File: config.mk
export PLATFORM = sky130hd
export DESIGN_NAME = setting_sequencer_flat
export DESIGN_NICKNAME = d
export VERILOG_FILES = /design/src/rtl/setting_pkg.sv /design/src/rtl/setting_sequencer_if.sv /design/src/rtl/key_event.sv /design/src/rtl/setting_sequencer.sv /design/src/flat_wrapper.sv
export SDC_FILE = /design/constraint.sdc
export NUM_CORES = 1
export LEC_CHECK = 0
export CORE_ASPECT_RATIO = 0.7
export CORE_MARGIN = 2
export CORE_UTILIZATION = 30
export CTS_CLUSTER_DIAMETER = 100
export CTS_CLUSTER_SIZE = 25
export DETAILED_ROUTE_END_ITERATION = 16
export DONT_BUFFER_PORTS = 1
export HOLD_SLACK_MARGIN = 0.15
export PLACE_DENSITY = 0.54
export SLEW_MARGIN = 40
export SYNTH_ARGS = -nofsm -noshare
export SYNTH_HDL_FRONTEND = slang
export SYNTH_HIERARCHICAL = 1
export SYNTH_SLANG_ARGS = --single-unit
File: constraint.sdc
create_clock -name clk -period 4.7 [get_ports clk]
set_input_delay 1.41 -clock clk [delete_from_list [all_inputs] [get_ports clk]]
set_output_delay 1.41 -clock clk [all_outputs]
set_load 0.01 [all_outputs]
File: src/rtl/setting_pkg.sv
// Shared types for the manual time-setting sequencer: FSM states, BCD fields, status flags.
// Also holds the minute/second limits and small decode helpers used by the top level.
package setting_pkg;

    typedef enum logic [2:0] {
        IDLE   = 3'd0,
        HOUR   = 3'd1,
        MIN    = 3'd2,
        SEC    = 3'd3,
        COMMIT = 3'd4,
        ERROR  = 3'd5
    } state_t;

    typedef logic [3:0] bcd_t;

    localparam int MAX_MIN = 59;
    localparam int MAX_SEC = 59;

    typedef struct packed {
        bcd_t hour_ten;
        bcd_t hour_one;
        bcd_t min_ten;
        bcd_t min_one;
        bcd_t sec_ten;
        bcd_t sec_one;
    } fields_t;

    typedef struct packed {
        logic h;
        logic m;
        logic s;
        logic busy;
        logic error;
        logic done;
    } flags_t;

    // Status outputs are registered, so they are loaded from the state being entered.
    function automatic flags_t state_flags(state_t st);
        flags_t f;
        f       = '0;
        f.h     = (st == HOUR);
        f.m     = (st == MIN);
        f.s     = (st == SEC);
        f.busy  = (st != IDLE);
        f.error = (st == ERROR);
        f.done  = (st == COMMIT);
        return f;
    endfunction

    function automatic logic [6:0] bcd_value(bcd_t ten, bcd_t one);
        return 7'(ten) * 7'd10 + 7'(one);
    endfunction

endpackage

File: src/rtl/setting_sequencer_if.sv
// Keypad-side inputs and field/status outputs of the time-setting sequencer.
// The slave modport is the sequencer; the master modport is whoever drives the keys.
interface setting_sequencer_if;
    import setting_pkg::*;

    logic       en;
    logic [9:0] keypad;
    logic       sharp;
    logic       star;

    bcd_t       hour_ten_out;
    bcd_t       hour_one_out;
    bcd_t       min_ten_out;
    bcd_t       min_one_out;
    bcd_t       sec_ten_out;
    bcd_t       sec_one_out;
    logic       h;
    logic       m;
    logic       s;
    logic       completeSetting;
    logic       error;
    logic       busy;

    modport master (
        output en, keypad, sharp, star,
        input  hour_ten_out, hour_one_out, min_ten_out, min_one_out, sec_ten_out, sec_one_out,
        input  h, m, s, completeSetting, error, busy
    );

    modport slave (
        input  en, keypad, sharp, star,
        output hour_ten_out, hour_one_out, min_ten_out, min_one_out, sec_ten_out, sec_one_out,
        output h, m, s, completeSetting, error, busy
    );

endinterface

File: src/rtl/key_event.sv
// Turns debounced keypad/#/* levels into single-cycle events and a BCD digit.
// Events are combinational on the current sample, so they act at the edge that first sees the level.
module key_event
    import setting_pkg::*;
(
    input  logic       clk,
    input  logic       rst,
    input  logic [9:0] keypad,
    input  logic       sharp,
    input  logic       star,
    output logic       digit_ev,
    output bcd_t       digit,
    output logic       sharp_ev,
    output logic       star_ev
);

    logic [9:0] keypad_prev;
    logic       sharp_prev;
    logic       star_prev;
    logic       one_hot;

    always_ff @(posedge clk or negedge rst) begin
        if (!rst) begin
            keypad_prev <= '0;
            sharp_prev  <= 1'b0;
            star_prev   <= 1'b0;
        end else begin
            keypad_prev <= keypad;
            sharp_prev  <= sharp;
            star_prev   <= star;
        end
    end

    // A new digit needs the pad to have gone fully idle, so chords and rolls never fire.
    assign one_hot  = (|keypad) && ((keypad & (keypad - 10'd1)) == '0);
    assign digit_ev = one_hot && (keypad_prev == '0);
    assign sharp_ev = sharp && !sharp_prev;
    assign star_ev  = star && !star_prev;

    always_comb begin
        digit = '0;
        for (int i = 0; i < 10; i++) begin
            if (keypad[i]) digit = 4'(i);
        end
    end

endmodule

File: src/rtl/setting_sequencer.sv
// Sequences one manual time-setting session: HOUR -> MIN -> SEC digit entry, range check, commit or error.
// Inputs act at the sampling edge; all outputs are registered and visible the following cycle.
module setting_sequencer
    import setting_pkg::*;
#(
    parameter int TIMEOUT  = 1000,
    parameter int ERR_HOLD = 4,
    parameter int MAX_HOUR = 23
) (
    input  logic                clk,
    input  logic                rst,
    setting_sequencer_if.slave  bus
);

    localparam int TW = (TIMEOUT  > 2) ? $clog2(TIMEOUT)  : 1;
    localparam int EW = (ERR_HOLD > 1) ? $clog2(ERR_HOLD) : 1;

    state_t       state;
    fields_t      fields;
    flags_t       flags;
    logic [TW-1:0] tcnt;
    logic [EW-1:0] ecnt;

    logic digit_ev;
    bcd_t digit;
    logic sharp_ev;
    logic star_ev;

    key_event u_key_event (
        .clk      (clk),
        .rst      (rst),
        .keypad   (bus.keypad),
        .sharp    (bus.sharp),
        .star     (bus.star),
        .digit_ev (digit_ev),
        .digit    (digit),
        .sharp_ev (sharp_ev),
        .star_ev  (star_ev)
    );

    logic time_ok;
    logic timed_out;

    assign time_ok = (bcd_value(fields.hour_ten, fields.hour_one) <= 7'(MAX_HOUR)) &&
                     (bcd_value(fields.min_ten,  fields.min_one)  <= 7'(MAX_MIN))  &&
                     (bcd_value(fields.sec_ten,  fields.sec_one)  <= 7'(MAX_SEC));

    // The count of idle cycles would reach TIMEOUT-1 on this edge.
    assign timed_out = (tcnt == TW'(TIMEOUT - 2));

    always_ff @(posedge clk or negedge rst) begin
        if (!rst) begin
            state  <= IDLE;
            flags  <= '0;
            fields <= '0;
            tcnt   <= '0;
            ecnt   <= '0;
        end else begin
            case (state)
                IDLE: begin
                    if (bus.en) begin
                        state  <= HOUR;
                        flags  <= state_flags(HOUR);
                        fields <= '0;
                        tcnt   <= '0;
                    end
                end

                HOUR, MIN, SEC: begin
                    if (star_ev) begin
                        state  <= IDLE;
                        flags  <= state_flags(IDLE);
                        fields <= '0;
                        tcnt   <= '0;
                    end else if (sharp_ev) begin
                        tcnt <= '0;
                        if (state == HOUR) begin
                            state <= MIN;
                            flags <= state_flags(MIN);
                        end else if (state == MIN) begin
                            state <= SEC;
                            flags <= state_flags(SEC);
                        end else if (time_ok) begin
                            state <= COMMIT;
                            flags <= state_flags(COMMIT);
                        end else begin
                            state  <= ERROR;
                            flags  <= state_flags(ERROR);
                            fields <= '0;
                            ecnt   <= '0;
                        end
                    end else if (digit_ev) begin
                        tcnt <= '0;
                        if (state == HOUR) begin
                            fields.hour_ten <= fields.hour_one;
                            fields.hour_one <= digit;
                        end else if (state == MIN) begin
                            fields.min_ten <= fields.min_one;
                            fields.min_one <= digit;
                        end else begin
                            fields.sec_ten <= fields.sec_one;
                            fields.sec_one <= digit;
                        end
                    end else if (timed_out) begin
                        state  <= IDLE;
                        flags  <= state_flags(IDLE);
                        fields <= '0;
                        tcnt   <= '0;
                    end else begin
                        tcnt <= tcnt + TW'(1);
                    end
                end

                COMMIT: begin
                    state <= IDLE;
                    flags <= state_flags(IDLE);
                end

                ERROR: begin
                    if (ecnt == EW'(ERR_HOLD - 1)) begin
                        state <= HOUR;
                        flags <= state_flags(HOUR);
                        tcnt  <= '0;
                        ecnt  <= '0;
                    end else begin
                        ecnt <= ecnt + EW'(1);
                    end
                end

                default: begin
                    state  <= IDLE;
                    flags  <= '0;
                    fields <= '0;
                    tcnt   <= '0;
                    ecnt   <= '0;
                end
            endcase
        end
    end

    assign bus.hour_ten_out    = fields.hour_ten;
    assign bus.hour_one_out    = fields.hour_one;
    assign bus.min_ten_out     = fields.min_ten;
    assign bus.min_one_out     = fields.min_one;
    assign bus.sec_ten_out     = fields.sec_ten;
    assign bus.sec_one_out     = fields.sec_one;
    assign bus.h               = flags.h;
    assign bus.m               = flags.m;
    assign bus.s               = flags.s;
    assign bus.busy            = flags.busy;
    assign bus.error           = flags.error;
    assign bus.completeSetting = flags.done;

endmodule

File: src/flat_wrapper.sv
// flat-port wrapper written by rule: the top's interface ports become plain ports
module setting_sequencer_flat import setting_pkg::*;
#(
    parameter int TIMEOUT  = 1000,
    parameter int ERR_HOLD = 4,
    parameter int MAX_HOUR = 23
)
  (clk, rst, bus_en, bus_keypad, bus_sharp, bus_star, bus_hour_ten_out, bus_hour_one_out, bus_min_ten_out, bus_min_one_out, bus_sec_ten_out, bus_sec_one_out, bus_h, bus_m, bus_s, bus_completeSetting, bus_error, bus_busy);
  setting_sequencer_if bus_i ();
  input  logic clk;
  input  logic rst;
  input wire logic [$bits(bus_i.en)-1:0] bus_en;
  input wire logic [$bits(bus_i.keypad)-1:0] bus_keypad;
  input wire logic [$bits(bus_i.sharp)-1:0] bus_sharp;
  input wire logic [$bits(bus_i.star)-1:0] bus_star;
  output wire logic [$bits(bus_i.hour_ten_out)-1:0] bus_hour_ten_out;
  output wire logic [$bits(bus_i.hour_one_out)-1:0] bus_hour_one_out;
  output wire logic [$bits(bus_i.min_ten_out)-1:0] bus_min_ten_out;
  output wire logic [$bits(bus_i.min_one_out)-1:0] bus_min_one_out;
  output wire logic [$bits(bus_i.sec_ten_out)-1:0] bus_sec_ten_out;
  output wire logic [$bits(bus_i.sec_one_out)-1:0] bus_sec_one_out;
  output wire logic [$bits(bus_i.h)-1:0] bus_h;
  output wire logic [$bits(bus_i.m)-1:0] bus_m;
  output wire logic [$bits(bus_i.s)-1:0] bus_s;
  output wire logic [$bits(bus_i.completeSetting)-1:0] bus_completeSetting;
  output wire logic [$bits(bus_i.error)-1:0] bus_error;
  output wire logic [$bits(bus_i.busy)-1:0] bus_busy;
  assign bus_i.en = bus_en;
  assign bus_i.keypad = bus_keypad;
  assign bus_i.sharp = bus_sharp;
  assign bus_i.star = bus_star;
  assign bus_hour_ten_out = bus_i.hour_ten_out;
  assign bus_hour_one_out = bus_i.hour_one_out;
  assign bus_min_ten_out = bus_i.min_ten_out;
  assign bus_min_one_out = bus_i.min_one_out;
  assign bus_sec_ten_out = bus_i.sec_ten_out;
  assign bus_sec_one_out = bus_i.sec_one_out;
  assign bus_h = bus_i.h;
  assign bus_m = bus_i.m;
  assign bus_s = bus_i.s;
  assign bus_completeSetting = bus_i.completeSetting;
  assign bus_error = bus_i.error;
  assign bus_busy = bus_i.busy;
  setting_sequencer #(.TIMEOUT(TIMEOUT), .ERR_HOLD(ERR_HOLD), .MAX_HOUR(MAX_HOUR)) u_core (.clk(clk), .rst(rst), .bus(bus_i));
endmodule
# Word level (Yosys, flattened, before mapping)
# Index checks and enable logic that the tools add are counted.
[word_totals] mem_count=0 rom_bits=0 mem_bits_rw=0 out_inout_bits=30 reg_bits=57 in_bits=15 latch_bits=0 wordCells=135
[classes] div_mod_pow=0 n_lt_le_gt_ge=3 bitwise_logic=4 n_addsub=6 multipliers=3 shifts=0 reduce_logical=21 mux=56 n_eq_ne=24
[op_table] operator="24-bit two-way mux" n=8
[op_table] operator="24-bit case mux with 3 select lines" n=1
[op_table] operator="10-bit two-way mux" n=6
[op_table] operator="6-bit two-way mux" n=8
[op_table] operator="10-bit case mux with 4 select lines" n=1
[op_table] operator="4-bit two-way mux" n=7
[op_table] operator="3-bit two-way mux" n=8
[op_table] operator="8-bit two-way mux" n=3
[op_table] operator="4-bit inequality test (second input constant)" n=6
[op_table] operator="7-bit by 4-bit adder with 7-bit output" n=3
[op_table] operator="10-bit logical NOT" n=2
[op_table] operator="4-bit by 3-bit multiplier with 6-bit output (second input constant)" n=3
[op_table] operator="6-bit case mux with 3 select lines" n=1
[op_table] operator="16-bit two-way mux" n=1
[op_table] operator="2-bit two-way mux" n=8
[op_table] operator="8-bit AND reduction" n=2
[op_table] operator="7-bit by 6-bit <= comparator with 1-bit output (second input constant)" n=2
[op_table] operator="10-bit by 1-bit adder with 10-bit output (second input constant)" n=1
[op_table] operator="10-bit bitwise AND" n=1
[op_table] operator="10-bit equality test (second input constant)" n=1
[op_table] operator="2-bit inequality test (second input constant)" n=5
[op_table] operator="5-bit inequality test (second input constant)" n=2
[op_table] operator="10-bit OR reduction" n=1
[op_table] operator="10-bit by 1-bit subtractor with 10-bit output (second input constant)" n=1
[op_table] operator="22 further kinds" n=35

# Depth between registers and ports, before layout
# Gate-level depths: netlist (run 1).
[logic_depth] depth_word=15 ltp_mapped=11 ltp_nobuf=11

# Cells and area by module
# Netlist (run 1), hierarchy kept.
[by_module_without_submodules] module="setting_sequencer" area_per_inst_um2=2810.2 seq_area_each_um2=1126.1 instances=1 cells_per_inst=279
[by_module_without_submodules] module="key_event" area_per_inst_um2=513.0 seq_area_each_um2=300.3 instances=1 cells_per_inst=45

# Worst setup path before layout (run 1)
# OpenSTA, ideal clock, no wires.
[synth_timing] path_type="input-to-reg" start="input port bus_keypad[0]" end="register u_core.fields, in the netlist u_core/bus.hour_one_out[0]" required_ns=4.633 path_buffers=0 setup_ns=0.067 path_slack_ns=0.886 path_stages=8 arrival_time_ns=3.748 path_cell_list="maj3_1 -> nor2_1 -> o21ai_0 -> a2111oi_2 -> or3b_1 -> or3_1 -> nor3_1 -> a22o_1"
[synth_between] elab_chain_cells=9 word_cells_on_any_way=13 classes_between="1 x add/sub; 2 x eq/ne; 4 x mux; 1 x bitwise; 5 x reduce/logical"
[synth_lines] item="start, declared" line_no="flat_wrapper.sv:13" rtl="input wire logic [$bits(bus_i.keypad)-1:0] bus_keypad;"
[synth_lines] item="10-bit by 1-bit subtractor with 10-bit output" line_no="key_event.sv:35" rtl="assign one_hot = (|keypad) && ((keypad & (keypad - 10'd1)) == '0);"
[synth_lines] item="10-bit bitwise AND" line_no="key_event.sv:35"
[synth_lines] item="10-bit logical NOT" line_no="key_event.sv:35"
[synth_lines] item="1-bit logical AND (*)" line_no="key_event.sv:35"
[synth_lines] item="1-bit logical AND (*)" line_no="key_event.sv:36" rtl="assign digit_ev = one_hot && (keypad_prev == '0);"
[synth_lines] item="net u_core.digit_ev" line_no="setting_sequencer.sv:24" rtl="logic digit_ev;"
[synth_lines] item="24-bit two-way mux" line_no="setting_sequencer.sv:92" rtl="end else if (digit_ev) begin"
[synth_lines] item="24-bit two-way mux" line_no="setting_sequencer.sv:75" rtl="end else if (sharp_ev) begin"
[synth_lines] item="24-bit two-way mux" line_no="setting_sequencer.sv:70" rtl="if (star_ev) begin"
[synth_lines] item="24-bit case mux with 3 select lines" line_no="setting_sequencer.sv:59" rtl="case (state)"
[synth_lines] item="end, declared" line_no="setting_sequencer.sv:19" rtl="fields_t fields;"
# The timed path passes the listed nets; every way through them passes the cells marked *.
# A chain may end at the register's enable or synchronous reset.

# Final worst setup path (run 1)
[layout_timing] start="input port bus_keypad[2]" end="register u_core.fields, in the netlist u_core/bus.sec_one_out[0]"
# The elaborated chain is that of the path after synthesis.

==> impl_summary.md, run 1 <==
Route
The first-pass iteration count of the detailed router is 4. The routed wire length is 7290 um. The mean number of vias per cell is 5.09.

The count of nets left with antenna violations once routing finished came out at 0. The average detailed-routed wire length per instance is 15.0 um. For this run, design rule violations remaining after detail routing come to 0.

In this run, the number of DRC markers left after iteration 0 of detailed routing was 163. The number of vias in the routed layout is 2,474.

Placement
Once placement completed, the tool counted placed cells totaling 470. Prior to clock tree synthesis, the placed netlist has a worst setup slack of 698 ps. In this run the tool buffered the top-level ports with 0 buffer cells. The cell area after placement is 0.00349 mm2. The final weighted congestion in routability-driven placement is 0.798. The placed wire-length estimate is 5320 um.

Global route
The overflow left after global routing is 0. The via count of the first global-routing pass is 2,288. The initial antenna violation count is 0. The first global-routing pass estimated 11,900 um of wire.

Entering global routing, the biggest net connects 58 pins. The global routing usage summed across all routing layers is 12.7%.

Worst setup path
The data arrival at the endpoint of the critical path is 3900 ps. Traced cell by cell, the critical path runs through nor3_2 > nand2b_1 > nand2b_1 > a2111oi_2 > or3b_1 > or3_1 > nor2_1 > a22o_1. Among the stages of the critical path, the cell type that occurs most often is nand2b_1. STA classifies the critical path endpoint as a register. The critical path start-end classification is input port to register. The highest cell delay on the worst timing path is 520 ps. STA classifies the critical path startpoint as an input port. The critical-path cell with the highest stage delay is a2111oi_2.

STA puts the critical path data required time at 4960 ps. In this run the worst path has a maximum fanout of 8.

CTS
After clock tree synthesis, the repair step resized 0 gates. After clock tree synthesis, the clock-pin slew on the worst setup and hold paths is 50 ps. The clock tree from TritonCTS is done. The clock net in this run drives a total of 57 sinks.

The clock passes through at most 2 buffers. The CTS H-tree depth is 3. Once the clock tree was built, the setup fixing pass inserted 0 buffers. The clock root buffer is clkbuf_16. The number of CTS-inserted buffers is 9. The clock latency at the later pin of the worst-skew pair is 320 ps. The post-cts hold buffer count is 0.

Job
The max-capacitance violation count is 0.

Floorplan
The core outline area is 0.0109 mm2. The total I/O pin count is 45. For this configuration, the core starts out at a cell density of 30.5%. The row count is 32. The horizontal die dimension is 130 um. The die covers 0.0119 mm2. The floorplan step set the die height to 92.1 um.

Logic synthesis
In the synthesized netlist, the number of instances is 324. The number of nets in the synthesized netlist is 366. The number of enable-type register cells in the synthesized netlist is 0. The async set or reset register ratio after synthesis is 100%. The post-synthesis cell type count is 55. In this run the cell area of the synthesized design comes to 0.00332 mm2. The post-synthesis register bit count is 57. Of the synthesized area, sequential elements account for 42.9%. The most used flip-flop cell after synthesis is dfrtp_1. Averaged over all synthesized cells, the footprint is 10.3 um2. Yosys printed 6 warnings.

Final layout
Leaving out fill and tap cells, the most frequent cell in the layout is dfrtp_1. The number of nets in the final layout is 370. With fillers left out, the area of the finished cells amounts to 0.00377 mm2. Across the whole layout, storage elements account for 0.00143 mm2. The non-filler instance count after layout is 486. The final core utilization is 34.6%. The relative area change from synthesis to final layout is 13.3%. 0 antenna diodes ended up in the layout.

In the layout the commonest cells are 57 x dfrtp_1, 26 x a22o_1, 23 x nor2_1, 23 x inv_1, 21 x ha_1. After filler insertion, the fill cell instance count of the layout stands at 1,121. The post-route netlist has 8.71% of its cells at a drive strength greater than 1.

The area taken by multi-input logic gates is 0.00178 mm2.

Timing
The shortest period the worst path allows is 3650 ps. Setup repair after global routing left no endpoint under its margin. The worst-case headroom to the max-slew limit is 53.0%. The max-slew violation count came to 0.

Across all setup checks in the final design, the least slack found is 1050 ps. Setup violations remaining at the end of the flow were counted as 0. The share of the cycle needed by the critical path after routing is 77.6%. For this run, the top clock speed supported by timing is 0.274 GHz. The largest clock skew in the final design is 6.06 ps.

The final sum of negative setup slack is 0 ps. The final count of hold timing violations came to 0. For the pin with the worst max-slew slack, the measured transition is 696 ps.

Hold timing on the final database bottoms out at a slack of 478 ps.

Power
The total power consumption of the routed design is 1.43 mW. Power spread over the standard cell area amounts to 380 mW/mm2. The leakage dissipation is 1.67 nW. VDD sags by at most 0.179 mV.

Run status
The run finished with clean final reports.

Worst hold path
The path category of the worst min-delay check is register to register.
final timing paths:
check / startpoint / endpoint / slack (ps) / cells past startpoint
worst max-delay path: bus_keypad[2] / u_core/bus.sec_one_out[0]$_DFFE_PN0P_ / 1050 / 8
worst min-delay path: u_core/tcnt[9]$_DFFE_PN0P_ / u_core/tcnt[9]$_DFFE_PN0P_ / 480 / 1
worst max register to register: u_core/bus.hour_ten_out[1]$_DFFE_PN0P_ / u_core/state[0]$_DFFE_PN0P_ / 1430 / 10
worst min register to register: u_core/tcnt[9]$_DFFE_PN0P_ / u_core/tcnt[9]$_DFFE_PN0P_ / 480 / 1
max in group asynchronous: rst / u_core/bus.min_one_out[2]$_DFFE_PN0P_ / 3830 / 0
min in group asynchronous: rst / u_core/tcnt[3]$_DFFE_PN0P_ / 780 / 0
cell type report:
class | count | share of cell area, %
multi-input cells | 235 | 47.2
clock inverters | 5 | 0.831
well taps | 153 | 5.08
inverters | 24 | 2.39
clock buffers | 11 | 6.45
repair buffers | 1 | 0.199
flip-flops and latches | 57 | 37.9
Yosys cell counts (2+ instances only):
| master | number | area share [%] |
|---|---|---|
| a211oi_1 | 3 | 0.68 |
| a21o_1 | 5 | 1.1 |
| a21oi_1 | 14 | 2.1 |
| a22o_1 | 26 | 6.9 |
| and3_1 | 5 | 0.94 |
| buf_2 | 3 | 0.45 |
| clkbuf_1 | 4 | 0.45 |
| dfrtp_1 | 57 | 43 |
| fa_1 | 6 | 3.6 |
| ha_1 | 21 | 7.9 |
| inv_1 | 23 | 2.6 |
| maj3_1 | 2 | 0.60 |
| nand2_1 | 16 | 1.8 |
| nand2b_1 | 11 | 2.1 |
| nand3_1 | 7 | 1.1 |
| nor2_1 | 23 | 2.6 |
| nor2b_1 | 5 | 0.94 |
| nor3_1 | 5 | 0.75 |
| nor3_2 | 2 | 0.60 |
| nor4_1 | 4 | 0.75 |
| o21ai_0 | 9 | 1.4 |
| o21ai_1 | 18 | 2.7 |
| o21bai_1 | 4 | 0.90 |
| o31ai_1 | 5 | 1.1 |
| o31ai_4 | 3 | 1.9 |
| or2_2 | 2 | 0.38 |
| or3_1 | 4 | 0.75 |
| or4_1 | 3 | 0.68 |
| xnor2_1 | 4 | 1.1 |
| xor2_1 | 5 | 1.3 |
metal layers:
layer | vias up | global-route usage [%] | wire, um
met4 | 0 | 3.23 | 80
li1 | 1199 | - | -
met5 | - | 0 | 0
met2 | 56 | 17.5 | 3060
met3 | 8 | 6.18 | 590
met1 | 1211 | 17.7 | 3560
worst max-delay path: cells and delay by family:
kind,cells,cell delay (ps)
and+or+nand+nor,6,1760
AOI/OAI and AO/OA,2,730
power breakdown:
part           switching [mW]  internal [mW]  total, mW
clock                   0.216          0.368      0.584
sequential             0.0639          0.526      0.590
combinational           0.159         0.0973      0.257
registers in the layout (all words and copies together), names as in the netlist:
signal                          count
u_core/bus.busy                     1
u_core/bus.hour_one_out             4
u_core/bus.hour_ten_out             4
u_core/bus.min_one_out              4
u_core/ecnt                         2
u_core/state                        3
u_core/bus.min_ten_out              4
u_core/bus.error                    1
u_core/tcnt                        10
u_core/bus.completeSetting          1
u_core/bus.h                        1
u_core/bus.m                        1
u_core/bus.s                        1
u_core/u_key_event/sharp_prev       1
u_core/u_key_event/keypad_prev     10
u_core/u_key_event/star_prev        1
u_core/bus.sec_ten_out              4
u_core/bus.sec_one_out              4
kinds of logic after synthesis:
group | synth area share (%)
adder cells (fa/ha/maj) | 12.1
AND/OR/NAND/NOR | 16.0
AO/OA/AOI/OAI | 22.5
multiplexers | 0.339
XOR/XNOR | 2.37
buffers and inverters | 3.73
flip-flops | 42.9
No activity file was read; power rests on OpenSTA's default activity.
==> run 2: changes to the inputs <==
PLACE_DENSITY = 0.55   (was 0.54)
clock period = 2.99 ns   (was 4.7 ns; I/O delays follow)
==> run 2 against run 1 <==
  * Clock-buffer cell count is 2 lower
  * Non-clock buffer count is 35 higher
  * Critical path depth stayed put
  * Critical path type is now register to register
  * Critical endpoint is now u_core/state[0]$_DFFE_PN0P_
  * Highest routed layer unchanged
==> impl_summary.md, run 2 (same netlist as run 1, synthesis figures left out) <==
Floorplan
The die span in y is 92.1 um (unchanged). The total I/O pin count is 45 (unchanged). The starting density of the core is 30.5% (unchanged).

The core outline area is 0.0109 mm2 (unchanged). The overall die area is 0.0119 mm2 (unchanged). The row count is 32 (unchanged). The horizontal die dimension came to 130 um (unchanged).

Timing
The final sum of negative setup slack came to 0 ps (unchanged). The worst-case headroom to the max-slew limit is 55.0% (+2.0 points). Setup repair after global routing could not meet its margin everywhere. The largest clock skew in the final design came to 5.44 ps (-0.621 ps). The final count of negative-setup-slack endpoints is 0 (unchanged). The clock period could shrink to 2940 ps. The smallest setup slack after layout was 52.8 ps (-1000 ps). Derived from the worst setup path, the maximum achievable clock frequency is 0.340 GHz.

The max-slew violation count is 0 (unchanged). The share of the cycle needed by the critical path after routing is 98.2%. The final hold slack was 264 ps (-214 ps).

The final count of hold timing violations is 0 (unchanged). The actual slew at the worst max-slew pin is 671 ps (-25.8 ps).

CTS
The post-cts hold buffer count is 0 (unchanged). The clock slew seen by the registers of the worst setup and hold paths is 60 ps (about the same). The CTS H-tree depth came to 3 (unchanged). The clock latency at the later pin of the worst-skew pair came to 330 ps (about the same). The clock tree from TritonCTS is done.

The number of buffers between clock root and the deepest sink came to 2 (unchanged). The number of clock sinks is 57 (unchanged). The number of CTS-inserted buffers is 9 (unchanged). The clock root buffer is clkbuf_16.

Power
The leakage dissipation was 1.94 nW (+16%). The combinational group share of total power is 21.2% (+3.3 points). The power density over the cells came to 602 mW/mm2 (+58%). The power dissipated by switching net loads is 752 uW (+71%). The proportion of total power due to net switching came to 29.7% (-1.0 points). The peak supply drop is 0.494 mV (+180%). The proportion of power drawn by the clock network is 44.2% (+3.4 points).

The total power consumption of the routed design was 2.53 mW (+77%). The sequential fraction of design power is 34.6% (-6.6 points). The internal power of the cells came to 1.78 mW (+80%).

Job
The max-capacitance violation count came to 0 (unchanged).

Route
The number of nets with antenna violations after routing is 0 (unchanged). The routed wire length is 7780 um (+6.7%). The count of unresolved DRC violations after routing is 0 (unchanged).

The first-pass iteration count of the detailed router is 4 (unchanged). The average detailed-routed wire length per instance is 14.9 um (-0.47%). The mean number of vias per cell came to 4.98 (-2.1%). The initial DRC count is 100 (-39%).

The number of vias in the routed layout is 2,596 (+4.9%).

Worst setup path
The critical path ends at u_core/state[0]$_DFFE_PN0P_. STA classifies the critical path endpoint as a register. The startpoint of the most critical register-to-register path is u_core/bus.min_ten_out[3]$_DFFE_PN0P_. The endpoint required time on the critical path is 3200 ps (-1760 ps). The startpoint type of the worst setup path is a register. The largest fanout on the critical path came to 5 (-3). The register-to-register setup slack was 50 ps (-1380 ps). The worst setup path is of the register to register kind. The critical path starts at u_core/bus.min_ten_out[3]$_DFFE_PN0P_. The depth of the most critical reg-to-reg path is 8 (-2).

The reg-to-reg critical path endpoint is u_core/state[0]$_DFFE_PN0P_. The data arrival at the endpoint of the critical path is 3150 ps (-750 ps).

Global route
The overflow left after global routing is 0 (unchanged). The via count of the first global-routing pass was 2,496 (+9.1%). The global-route wire length before repair was 13,200 um (+11%). The initial antenna violation count is 0 (unchanged). The maximum number of pins on one net before global-route repair is 58 (unchanged). The global routing usage summed across all routing layers is 14.1% (+1.4 points).

Final layout
The final core utilization came to 38.6% (+4.0 points). In the final layout, the registers with the most flip-flops are u_core/tcnt: 10 flops, u_core/u_key_event/keypad_prev: 10 flops. The library cell used most frequently in the layout, excluding fill and tap cells, is dfrtp_1. The fraction of final layout cells sized beyond drive strength 1 came to 22.6% (+14 points). The area growth from synthesis to layout is 26.6%.

The number of inserted filler cells in the final layout came to 1,083 (-3.4%). The number of nets in the final layout is 405 (+9.5%). The number of antenna diodes is 0 (unchanged).

In the layout the commonest cells are 56 x dfrtp_1, 35 x buf_4, 26 x a22o_1, 22 x inv_1.

Placement
The final weighted congestion in routability-driven placement is 0.805 (+0.97%). The placed wire-length estimate came to 5650 um (+6.1%). The post-placement setup slack is -264 ps (-962 ps). The number of port buffers is 0 (unchanged).

Worst hold path
The path category of the worst min-delay check is input port to async pin.

Run status
The flow ran to the end, and the final reports show no timing, DRC or antenna violations.
## run 2: changes by cell type in the layout (fill, tap and decap cells not counted), moves of 3 or more
cell and delta:
nor2_1 -3, nor3_4 +3, clkinv_2 -3, buf_4 +34
## run 2: repair_timing
action,in CTS,in global routing
endpoints found under the hold margin,0,0
gates resized for setup,3,15
setup buffers,1,8
endpoints found under the setup margin,25,26
pin swaps,5,13
## run 2: per-stage QoR
stage,instance area (um2),std cells
2_1_floorplan,3370,324
5_1_grt,4210,521
3_5_place_dp,3730,496
4_1_cts,4080,513
3_3_place_gp,3730,496
6_report,4210,521
## run 2: how the worst min path moves through the flow
stage,endpoint,cells past startpoint
2_1_floorplan,u_core/tcnt[9]$_DFFE_PN0P_,1
3_3_place_gp,u_core/tcnt[9]$_DFFE_PN0P_,1
3_5_place_dp,u_core/tcnt[8]$_DFFE_PN0P_,1
4_1_cts,u_core/tcnt[2]$_DFFE_PN0P_,0
5_1_grt,u_core/ecnt[1]$_DFFE_PN0P_,0
6_report,u_core/ecnt[1]$_DFFE_PN0P_,0
## run 2: critical path, cell delays in order, from the launching register on
cell and delay, ps:
dfrtp_1 380, ha_1 300, ha_2 180, inv_2 50, fa_2 430, or4_1 520, a32o_2 340, or2_4 300
a221o_1 310
## run 2: metal layers
layer  vias up  part of all wire, %  track usage, %
met1      1272                   50            20.0
met4         0                 0.73            3.32
met5         -                    0               0
met2        55                   42            19.5
met3         7                  7.1            6.30
li1       1262                    -               -
## run 2: final cells by class
class	instances	area, um2	area share, %
multi-input cells	235	1900	45.1
flip-flops and latches	57	1430	33.9
repair buffers	36	274	6.51
clock buffers	9	225	5.35
well taps	153	191	4.55
clock inverters	7	103	2.44
inverters	24	90.1	2.14
## run 2: power groups by stage
stage | clock network, mW | logic (mW) | registers, mW
2_1_floorplan | 0 | 0.379 | 0.876
3_3_place_gp | 0 | 0.489 | 0.888
3_5_place_dp | 0 | 0.489 | 0.890
4_1_cts | 1.14 | 0.495 | 0.876
5_1_grt | 1.18 | 0.605 | 0.884
6_report | 1.12 | 0.537 | 0.875
==> run 3: changes to the inputs <==
CELL_PAD_IN_SITES_DETAIL_PLACEMENT = 2   (was not set)
CELL_PAD_IN_SITES_GLOBAL_PLACEMENT = 2   (was not set)
PLACE_DENSITY = 0.74   (was 0.55)
==> run 3 against run 2 <==
  * The flow now finishes with violations (negative setup slack)
  * Clock-buffer cell count increased by 2
  * Clock power decreased by 8%
  * Core utilization increased by 0.20 points
  * Maximum frequency decreased by 3.4%
  * Sequential power about the same
  * Register-to-register slack got worse by 20 ps
  * First-iteration DRC count increased by 9.0%
  * Clock skew increased by 1.2 ps
  * Combinational power increased by 6.3%
==> impl_summary.md, run 3 (same netlist as run 1, synthesis figures left out) <==
Timing
The share of the cycle needed by the critical path after routing is 102% (+3.4 points). The final count of hold timing violations is 0 (unchanged). The worst-case headroom to the max-slew limit is 33.7% (-21 points).

The shortest period the worst path allows is 3040 ps (+102 ps). Setup repair after global routing could not meet its margin everywhere. The max-slew violation count came to 0 (unchanged).

The highest clock frequency the design can meet was 0.329 GHz (-3.4%). The final count of negative-setup-slack endpoints came to 8 (+8). The smallest setup slack after layout came to -49.6 ps (-102 ps). The largest clock skew in the final design is 6.63 ps (+1.19 ps). The final hold slack was 251 ps (-13.5 ps). The actual slew at the worst max-slew pin is 983 ps (+312 ps).

Route
The count of unresolved DRC violations after routing is 0 (unchanged). The average detailed-routed wire length per instance was 19.5 um (+31%). The routed wire length came to 10,200 um (+31%). The number of nets with antenna violations after routing came to 0 (unchanged). The number of vias in the routed layout is 2,702 (+4.1%). The initial DRC count is 109 (+9.0%). The mean number of vias per cell is 5.18 (+3.9%).

The first-pass iteration count of the detailed router is 4 (unchanged).

CTS
The clock latency at the later pin of the worst-skew pair is 340 ps (about the same). The number of buffers between clock root and the deepest sink is 2 (unchanged). The post-cts hold buffer count was 0 (unchanged). The clock root buffer is clkbuf_16. The clock slew seen by the registers of the worst setup and hold paths was 50 ps (about the same). The CTS H-tree depth came to 3 (unchanged). The clock tree from TritonCTS is done.

The number of clock sinks came to 57 (unchanged). The number of CTS-inserted buffers is 9 (unchanged).

Power
The peak supply drop was 0.401 mV (-19%). The leakage dissipation is 1.93 nW (-0.51%). The power density over the cells is 586 mW/mm2 (-2.6%).

Global route
The via count of the first global-routing pass is 3,001 (+20%). The maximum number of pins on one net before global-route repair is 58 (unchanged). The overflow left after global routing is 0 (unchanged). The initial antenna violation count is 0 (unchanged). The global-route wire length before repair is 16,100 um (+22%).

The global routing usage summed across all routing layers is 17.6% (+3.5 points).

Final layout
The relative area change from synthesis to final layout is 27.2%. The most frequent standard cell in the layout excluding fill and tap cells is dfrtp_1. The largest registers in the layout are u_core/tcnt: 10 flops, u_core/u_key_event/keypad_prev: 10 flops. The post-route cell area is 0.00423 mm2 (+0.51%).

The number of nets in the final layout came to 406 (+0.25%). In the layout the commonest cells are 56 x dfrtp_1, 34 x buf_4, 26 x a22o_1, 21 x inv_1, 19 x o21ai_1. The number of antenna diodes is 0 (unchanged). The fraction of final layout cells sized beyond drive strength 1 came to 24.4% (+1.8 points).

Worst setup path
The critical path in this run is classified as input port to register. STA classifies the critical path startpoint as an input port. The endpoint required time on the critical path is 3260 ps (+60 ps). The critical path capture point type is a register. The largest fanout on the critical path is 8 (+3). The data arrival at the endpoint of the critical path was 3310 ps (+160 ps).

Placement
The final weighted congestion in routability-driven placement came to 0.775 (-3.7%). The cell area after placement is 0.00372 mm2 (-0.20%). The placed wire-length estimate was 7110 um (+26%). The number of port buffers is 0 (unchanged).

Floorplan
The row count is 32 (unchanged). The die span in y is 92.1 um (unchanged). The horizontal die dimension was 130 um (unchanged). The core outline area came to 0.0109 mm2 (unchanged). The overall die area came to 0.0119 mm2 (unchanged). The total I/O pin count is 45 (unchanged).

The starting density of the core is 30.5% (unchanged).

Worst hold path
The worst hold path belongs to the class input port to async pin.

Run status
The run finished, with violations left. The final reports fail on negative setup slack.

Job
The max-capacitance violation count is 0 (unchanged).
[run 3: cell types whose count changed in the layout (fill, tap and decap cells not counted), sizes merged]
cell	previous run	this run
clkinvlp	1	2
clkbuf	9	11
bufinv	2	1
inv	26	24
buf	36	37
[run 3: timing repair]
action	4_1_cts	5_1_grt
setup buffers	2	9
pin swaps	11	24
gates resized for setup	10	17
setup endpoints to repair	27	28
endpoints found under the hold margin	0	0
[run 3: worst max-delay path, cell delays in order]
cell and delay (ps):
nor3_4 180, nand2b_1 140, nor3_2 230, nor2_2 70
a2111oi_4 330, or3b_4 440, or3_4 450, nor2_2 140
nor2_2 70, o31ai_4 160, a22o_1 210
[run 3: where the power goes]
part	internal (mW)	total, mW	switching (mW)	leakage, nW
Combinational	0.216	0.571	0.355	1.04
Clock	0.663	1.03	0.369	0.142
Sequential	0.828	0.876	0.0480	0.748
[run 3: cell type report]
class                   count  area [um2]
fillers                  1162        6660
multi-input cells         235        1930
flip-flops and latches     57        1430
repair buffers             37         289
clock buffers              11         243
well taps                 153         191
inverters                  24        90.1
clock inverters             5        55.1
[run 3: through the flow]
| step | worst slack, ps | cells | utilization, % | power, mW | TNS, ps |
|---|---|---|---|---|---|
| finish | -49.6 | 522 | 38.8 | 2.48 | -202 |
| global route | -140 | 522 | 38.8 | 2.61 | -2090 |
| CTS | -36.4 | 513 | 37.6 | 2.45 | -36.4 |
| detailed placement | -290 | 495 | 34.2 | 1.40 | -5240 |
| global placement | -201 | 495 | 34.2 | 1.38 | -3340 |
| floorplan | -47.4 | 324 | - | 1.26 | -394 |
[run 3: worst paths after layout]
kind | start | slack (ps) | depth (start not counted) | endpoint
hold reg to reg | u_core/tcnt[9]$_DFFE_PN0P_ | 500 | 1 | u_core/tcnt[9]$_DFFE_PN0P_
min in group clk | u_core/tcnt[9]$_DFFE_PN0P_ | 500 | 1 | u_core/tcnt[9]$_DFFE_PN0P_
setup reg to reg | u_core/bus.hour_ten_out[3]$_DFFE_PN0P_ | 30 | 11 | u_core/state[0]$_DFFE_PN0P_
max in group asynchronous | rst | 2630 | 0 | u_core/bus.min_one_out[1]$_DFFE_PN0P_
hold / removal | rst | 250 | 0 | u_core/tcnt[2]$_DFFE_PN0P_
setup / recovery | bus_keypad[0] | -50 | 11 | u_core/bus.hour_ten_out[2]$_DFFE_PN0P_
[run 3: routing by layer]
| metal | GRT usage [%] | vias to the layer above | part of all wire, % |
|---|---|---|---|
| met2 | 27.6 | 53 | 47 |
| met5 | 0 | - | 0 |
| li1 | - | 1264 | - |
| met1 | 23.0 | 1366 | 45 |
| met3 | 5.48 | 19 | 5.5 |
| met4 | 5.91 | 0 | 1.7 |
